[config.mk]
export PLATFORM = sky130hd
export DESIGN_NAME = detector_jogada
export DESIGN_NICKNAME = d
export VERILOG_FILES = /design/src/rtl/detector_jogada.sv
export SDC_FILE = /design/constraint.sdc
export NUM_CORES = 1
export LEC_CHECK = 0
export CAP_MARGIN = 5
export CORE_MARGIN = 1
export CORE_UTILIZATION = 45
export DETAILED_ROUTE_END_ITERATION = 8
export GPL_ROUTABILITY_DRIVEN = 0
export PLACE_DENSITY = 0.75
export SYNTH_ARGS = -nofsm -noshare
export SYNTH_HDL_FRONTEND = slang
export SYNTH_SLANG_ARGS = --single-unit
export TNS_END_PERCENT = 1
[constraint.sdc]
create_clock -name clock -period 1.5 [get_ports clock]
set_input_delay 0.45 -clock clock [delete_from_list [all_inputs] [get_ports clock]]
set_output_delay 0.45 -clock clock [all_outputs]
set_load 0.01 [all_outputs]
[src/rtl/detector_jogada.sv]
// Debounced one-hot button press detector with an optional sticky timeout counter.
// Define DETECTOR_JOGADA_TIMEOUT_EN to build the timeout counter; otherwise timeout is tied low.
module detector_jogada #(
   parameter int DEBOUNCE_CICLOS = 4,
   parameter int TIMEOUT_CICLOS  = 5000
) (
   input  logic       clock,
   input  logic       reset,
   input  logic [3:0] botoes,
   input  logic       habilita_timeout,
   input  logic       zera_timeout,
   output logic       jogada,
   output logic [3:0] jogada_codigo,
   output logic       timeout,
   output logic [1:0] db_estado
);

   localparam int DW = (DEBOUNCE_CICLOS > 1) ? $clog2(DEBOUNCE_CICLOS) : 1;
   localparam logic [DW-1:0] DEB_FIM = DW'(DEBOUNCE_CICLOS - 1);

   typedef enum logic [1:0] {
      OCIOSO = 2'd0,
      FILTRA = 2'd1,
      PULSO  = 2'd2,
      SOLTA  = 2'd3
   } estado_t;

   estado_t       estado_reg;
   logic [3:0]    botoes_s;
   logic [3:0]    candidato_reg;
   logic [DW-1:0] deb_cnt_reg;
   logic          candidato_um_quente;

   // Two-flop synchronizer, one independent chain per button.
   genvar gi;
   generate
      for (gi = 0; gi < 4; gi++) begin : g_sinc
         logic meta_reg;
         logic sinc_reg;
         always_ff @(posedge clock or posedge reset) begin
            if (reset) begin
               meta_reg <= 1'b0;
               sinc_reg <= 1'b0;
            end else begin
               meta_reg <= botoes[gi];
               sinc_reg <= meta_reg;
            end
         end
         assign botoes_s[gi] = sinc_reg;
      end
   endgenerate

   assign candidato_um_quente = (candidato_reg != 4'd0) &&
                                ((candidato_reg & (candidato_reg - 4'd1)) == 4'd0);

   // jogada and jogada_codigo are updated on the edge that enters PULSO,
   // so the pulse and the new code are visible exactly while db_estado==PULSO.
   always_ff @(posedge clock or posedge reset) begin
      if (reset) begin
         estado_reg    <= OCIOSO;
         candidato_reg <= 4'd0;
         deb_cnt_reg   <= '0;
         jogada        <= 1'b0;
         jogada_codigo <= 4'd0;
      end else begin
         jogada <= 1'b0;
         case (estado_reg)
            OCIOSO: begin
               if (botoes_s != 4'd0) begin
                  candidato_reg <= botoes_s;
                  deb_cnt_reg   <= '0;
                  estado_reg    <= FILTRA;
               end
            end
            FILTRA: begin
               if (botoes_s != candidato_reg) begin
                  estado_reg <= OCIOSO;
               end else if (deb_cnt_reg == DEB_FIM) begin
                  deb_cnt_reg <= '0;
                  if (candidato_um_quente) begin
                     estado_reg    <= PULSO;
                     jogada        <= 1'b1;
                     jogada_codigo <= candidato_reg;
                  end else begin
                     estado_reg <= SOLTA;
                  end
               end else begin
                  deb_cnt_reg <= deb_cnt_reg + DW'(1);
               end
            end
            PULSO: begin
               deb_cnt_reg <= '0;
               estado_reg  <= SOLTA;
            end
            SOLTA: begin
               if (botoes_s != 4'd0) begin
                  deb_cnt_reg <= '0;
               end else if (deb_cnt_reg == DEB_FIM) begin
                  estado_reg <= OCIOSO;
               end else begin
                  deb_cnt_reg <= deb_cnt_reg + DW'(1);
               end
            end
            default: estado_reg <= OCIOSO;
         endcase
      end
   end

   assign db_estado = estado_reg;

`ifdef DETECTOR_JOGADA_TIMEOUT_EN
   localparam int TW = (TIMEOUT_CICLOS > 1) ? $clog2(TIMEOUT_CICLOS) : 1;
   localparam logic [TW-1:0] TO_FIM = TW'(TIMEOUT_CICLOS - 1);

   logic [TW-1:0] to_cnt_reg;

   // Clears win over the terminal count; the counter parks at TO_FIM once timeout is set.
   always_ff @(posedge clock or posedge reset) begin
      if (reset) begin
         to_cnt_reg <= '0;
         timeout    <= 1'b0;
      end else if (zera_timeout) begin
         to_cnt_reg <= '0;
         timeout    <= 1'b0;
      end else if (jogada) begin
         to_cnt_reg <= '0;
      end else if (habilita_timeout && !timeout) begin
         if (to_cnt_reg == TO_FIM) begin
            timeout <= 1'b1;
         end else begin
            to_cnt_reg <= to_cnt_reg + TW'(1);
         end
      end
   end
`else
   logic unused_entradas_timeout;
   assign unused_entradas_timeout = &{1'b0, habilita_timeout, zera_timeout};
   assign timeout = 1'b0;
`endif

endmodule
Word-level counts from Yosys, hierarchy flattened

Index checks and enable logic that the tools add are counted.
W data, S select, Z words.

Output and inout bits: 8
Flip-flop bits (word level): 21
Word-level logic and storage cells: 54
Input bits: 8

Bitwise gates (word level): 2
Reduce and logical (&&, ||, !) cells: 9
Muxes and demuxes: 17
Add/subtract/negate cells: 2
Equality and inequality tests: 11

Operators by type and width:

| operator              | count |
|---|---|
| $mux W2               | 10 |
| $pmux W2 S4           | 2 |
| $ne A2 B2 Y1 const B  | 4 |
| $reduce_and A4 Y1     | 2 |
| $reduce_bool A4 Y1    | 2 |
| $eq A2 B2 Y1 const B  | 3 |
| $ne A3 B3 Y1 const B  | 2 |
| $mux W1               | 5 |
| $and A4 B4 Y4         | 1 |
| $logic_not A4 Y1      | 1 |
| $ne A4 B4 Y1          | 1 |
| $sub A4 B1 Y4 const B | 1 |
| $reduce_and A3 Y1     | 1 |
| $add A2 B1 Y2 const B | 1 |
| $eq A2 B1 Y1 const B  | 1 |
| $logic_not A2 Y1      | 1 |
| $reduce_and A2 Y1     | 1 |
| $logic_and A1 B1 Y1   | 1 |
| $not A1 Y1            | 1 |

Depth between registers and ports, before layout

Gate-level depths: netlist (run 1).

Word-level depth: 8
Gate-level depth with buffers: 5
Gate-level depth less buffers: 4

Least setup slack after synthesis (run 1)

Ideal clock, no wire load.

Path type: register to register
From: reg candidato_reg[2]
To: reg jogada_codigo[0]
Data required time: 1,375 ps
Clock period less this slack: 1,667 ps
Cell stages (with the launch flop): 5
Setup slack: -167 ps
Setup time: 125 ps
Arrival time: 1,543 ps
Buffers on the path: 0
Cell sequence: dfrtp_1 xnor2_1 nand4_1 nor4_4 mux2_2

Longest elaborated chain between the ends: 5
Elaborated cells between the ends (all ways): 8
Classes of those cells: add/sub (1); eq/ne (1); bitwise (2); reduce/logical (4)

Ends and longest elaborated chain:

| what                                   | line | text |
|---|---|---|
| from (decl)                            | 30   | `logic [3:0] candidato_reg;` |
| from (signal assigned)                 | 70   | `candidato_reg <= botoes_s;` |
| $sub A4 B1 Y4                          | 54   | `((candidato_reg & (candidato_reg - 4'd1)) == 4'd0);` |
| $and A4 B4 Y4                          | 54   |  |
| $logic_not A4 Y1                       | 54   |  |
| $logic_and A1 B1 Y1                    | 53   | `assign candidato_um_quente = (candidato_reg != 4'd0) &&` |
| $reduce_and A4 Y1 (no source line) (*) | --   |  |
| to (signal assigned)                   | 83   | `jogada_codigo <= candidato_reg;` |
| to (decl)                              | 13   | `output logic [3:0] jogada_codigo,` |

Mark *: on every way between the ends. The rest lies on a longest branch, timed or not.
A chain may end at the register's enable or synchronous reset.

Final worst setup path (run 1)

From: reg candidato_reg[3]
To: reg jogada_codigo[1]

Same word-level chain as after synthesis.

==> results of run 1 <==
[layout make-up]
cell class                      count  share of cell area
Timing Repair Buffer               29               0.194
Inverter                            2             0.00585
Tap cell                           27              0.0263
Multi-Input combinational cell     56               0.339
Sequential cell                    21               0.412
Clock buffer                        3              0.0176
Clock inverter                      1             0.00585
[cells by family after synthesis]
logic type,count (synthesis),share of synthesized area
buffers and inverters,5,0.0242
adder cells (fa/ha/maj),1,0.0135
flip-flops,21,0.565
AND/OR/NAND/NOR,36,0.229
multiplexers,5,0.0606
AO/OA/AOI/OAI,8,0.0565
other,1,0.00403
XOR/XNOR,5,0.0471
[worst register-to-register path, cell delays in order (launching register included)]
cell	delay [ns]
dfrtp_2	0.50
nor4b_4	0.30
a211oi_2	0.10
nor4_4	0.29
buf_6	0.17
mux2_4	0.30
[cells in the final DEF, fill, tap and decap left out, drive strengths merged, types with 2 or more instances in the layout]
| cell type | Yosys | routed |
|---|---|---|
| mux2 | 5 | 5 |
| xnor2 | 4 | 4 |
| nand4 | 3 | 3 |
| dlygate4sd2 | 0 | 5 |
| clkdlybuf4s50 | 0 | 5 |
| nor4 | 2 | 2 |
| nand2 | 15 | 15 |
| dfrtp | 21 | 21 |
| o21ai | 3 | 3 |
| inv | 2 | 2 |
| buf | 1 | 17 |
| clkdlybuf4s15 | 0 | 2 |
| nor2 | 4 | 4 |
| clkbuf | 2 | 3 |
| and3 | 2 | 2 |
| nor4b | 2 | 2 |
[metrics by stage]
stage	setup TNS (ns)	cells	setup slack [ns]	power (mW)	hold slack [ns]
after global placement	-0.882	133	-0.188	1.38	0.332
after global routing	-1.79	139	-0.339	1.94	0.374
after detailed placement	-1.08	133	-0.230	1.41	0.336
after floorplan	-0.607	82	-0.130	1.14	0.331
after CTS	-1.22	139	-0.248	1.80	0.364
final	-1.26	139	-0.252	1.80	0.363
[where the power goes]
group	switching, mW	internal [mW]	total [mW]
registers	0.158	0.663	0.821
logic	0.313	0.383	0.696
clock network	0.183	0.102	0.284
[Yosys cell counts, drive strengths merged (2+ instances only)]
cell | count | share of area
nand4 | 3 | 0.020
dfrtp | 21 | 0.57
and3 | 2 | 0.013
nor2 | 4 | 0.016
nor4b | 2 | 0.019
clkbuf | 2 | 0.0081
nand2 | 15 | 0.061
mux2 | 5 | 0.061
xnor2 | 4 | 0.038
nor4 | 2 | 0.030
inv | 2 | 0.0081
o21ai | 3 | 0.016
[path summary, 6_finish.rpt]
| kind | endpoint | slack, ns |
|---|---|---|
| setup / recovery | jogada_codigo[1] | -0.25 |
| hold / removal | g_sinc[3].sinc_reg | 0.36 |
| setup reg to reg | jogada_codigo[1] | -0.25 |
| hold reg to reg | g_sinc[3].sinc_reg | 0.36 |
| max in group asynchronous | candidato_reg[1] | 0.82 |
| min in group asynchronous | candidato_reg[3] | 0.46 |
[per-layer routing]
metal	share of wire	vias up	GRT usage
met5	0	-	0
met4	0.0051	0	0.0343
met3	0.030	2	0.0453
met2	0.53	15	0.321
met1	0.43	355	0.235
li1	-	350	-
[timing repair]
item | CTS | global route
hold buffers | 0 | 0
pin swaps | 4 | 5
setup endpoints to repair | 13 | 14
hold endpoints to repair | 0 | 0
buffers inserted | 2 | 0
resized for setup | 14 | 9
==> key figures, run 1 <==
Status
  • Status: complete, but fails checks
  • Failing checks: design-rule violations, negative setup slack

Synthesis
  • Netlist cell types: 30
  • Synth Register Bits: 21
  • Top FF cell, synth: dfrtp_1
  • Yosys warns: 0
  • Post-synth EDFFs: 0
  • Ys async rst share: 1.00
  • Syn Nets: 91
  • Post-Synthesis Cells: 82
  • Seq/Total Area, Yosys: 0.565
  • Syn avg cell area: about 11 µm²
  • Mapped cell area: just over 900 µm²

Routing
  • WL/cell: 12.8 µm
  • Vias: a little over 700
  • Residual DRC count: 1
  • Initial drt markers: 11
  • First drt pass iteration count: 6
  • Final WL: around 1.8 mm
  • Antenna-violating nets left: 0
  • Vias per cell: approximately 5.2

Worst setup path
  • Critical Path Start Type: register
  • CP endpoint kind: register
  • Family with the most delay on the worst path: simple AND/OR/NAND/NOR gates
  • WS Path Type: register to register
  • Cells along the critical path: nor4b_4, a211oi_2, nor4_4, buf_6, mux2_4
  • CP bufs+invs: 1
  • Worst path depth: 5
  • R2R Path Start: candidato_reg[3]
  • Critical Path Start: candidato_reg[3]
  • Worst EP arrival: approximately 2 ns
  • Max incr delay on CP: 0.50 ns
  • R2R depth: 5
  • CP required: roughly 1.7 ns
  • Max FO, Critical Path: 5
  • Crit-path slowest cell: dfrtp_2

Timing
  • RSZ-0062 raised after global routing: yes
  • Final worst slack: -0.252 ns
  • Clock skew: 0.00443 ns
  • Max-slew violations: 0
  • Max Clock Freq: between 500 and 600 MHz
  • Fin crit share: 1.17
  • Hold Fails Final Rpt: 0
  • Final Critical Period: ~1.8 ns
  • Final setup viols: 6

Die
  • Std-Cell Rows: 16
  • Die ar.: between 2000 and 2500 µm²
  • Die Y: 47.5 µm
  • Initial Util: 0.479
  • CORE AREA: 1940 µm²
  • Die width: between 40 and 50 µm
  • Ports: 16

Clock tree
  • H-Tree Depth: 1
  • Clk buf depth: 2
  • Clock root buffer: clkbuf_4
  • Num Clock Sinks: 21
  • TritonCTS buffer count: 3
  • Reg clk slew, reported paths: roughly 0.12 ns
  • Worst-Skew Late Latency: ~0.31 ns
  • CTS tree: done

GRT
  • Pin count of the biggest net entering global routing: 22
  • Global-route wire length before repair: roughly 2.8 mm
  • Initial antenna violation count: 0
  • Vias in the first global route: roughly 680
  • GRT overflow: 0
  • Total GRT Usage: 0.184

Flow run
  • Maxcap violations: 0

Layout
  • Reg area: about 530 µm²
  • Layout fillers: between 150 and 200
  • Final #Nets: between 100 and 150
  • Fin area: roughly 1300 µm²
  • Fin util: 0.660
  • ANT cells: 0
  • Area of the multi-input gates: 434 µm²
  • Syn-to-layout area delta: 38.0%
  • Share of cells above drive strength 1: 0.304

Worst hold path
  • Worst hold path type: register to register
  • Hold Startpoint: g_sinc[3].meta_reg
  • Worst hold stages: 0

Placement
  • Dpl cell area: around 1200 µm²
  • PortBufs: 12
  • Detail Placement HPWL: between 1 and 1.5 mm

Power
  • Pleak: between 0.5 and 0.6 nW
  • P per Cell Area: 1400 nW/µm²
  • Worst VDD drop: approximately 0.0012 V
Power figures use the tool's default switching activity.
==> run 2, diff against run 1 <==
Settings changed: SLEW_MARGIN set to 0.
==> results of run 2 <==
No change in the layout: final DEF, timing and power equal those of run 1.
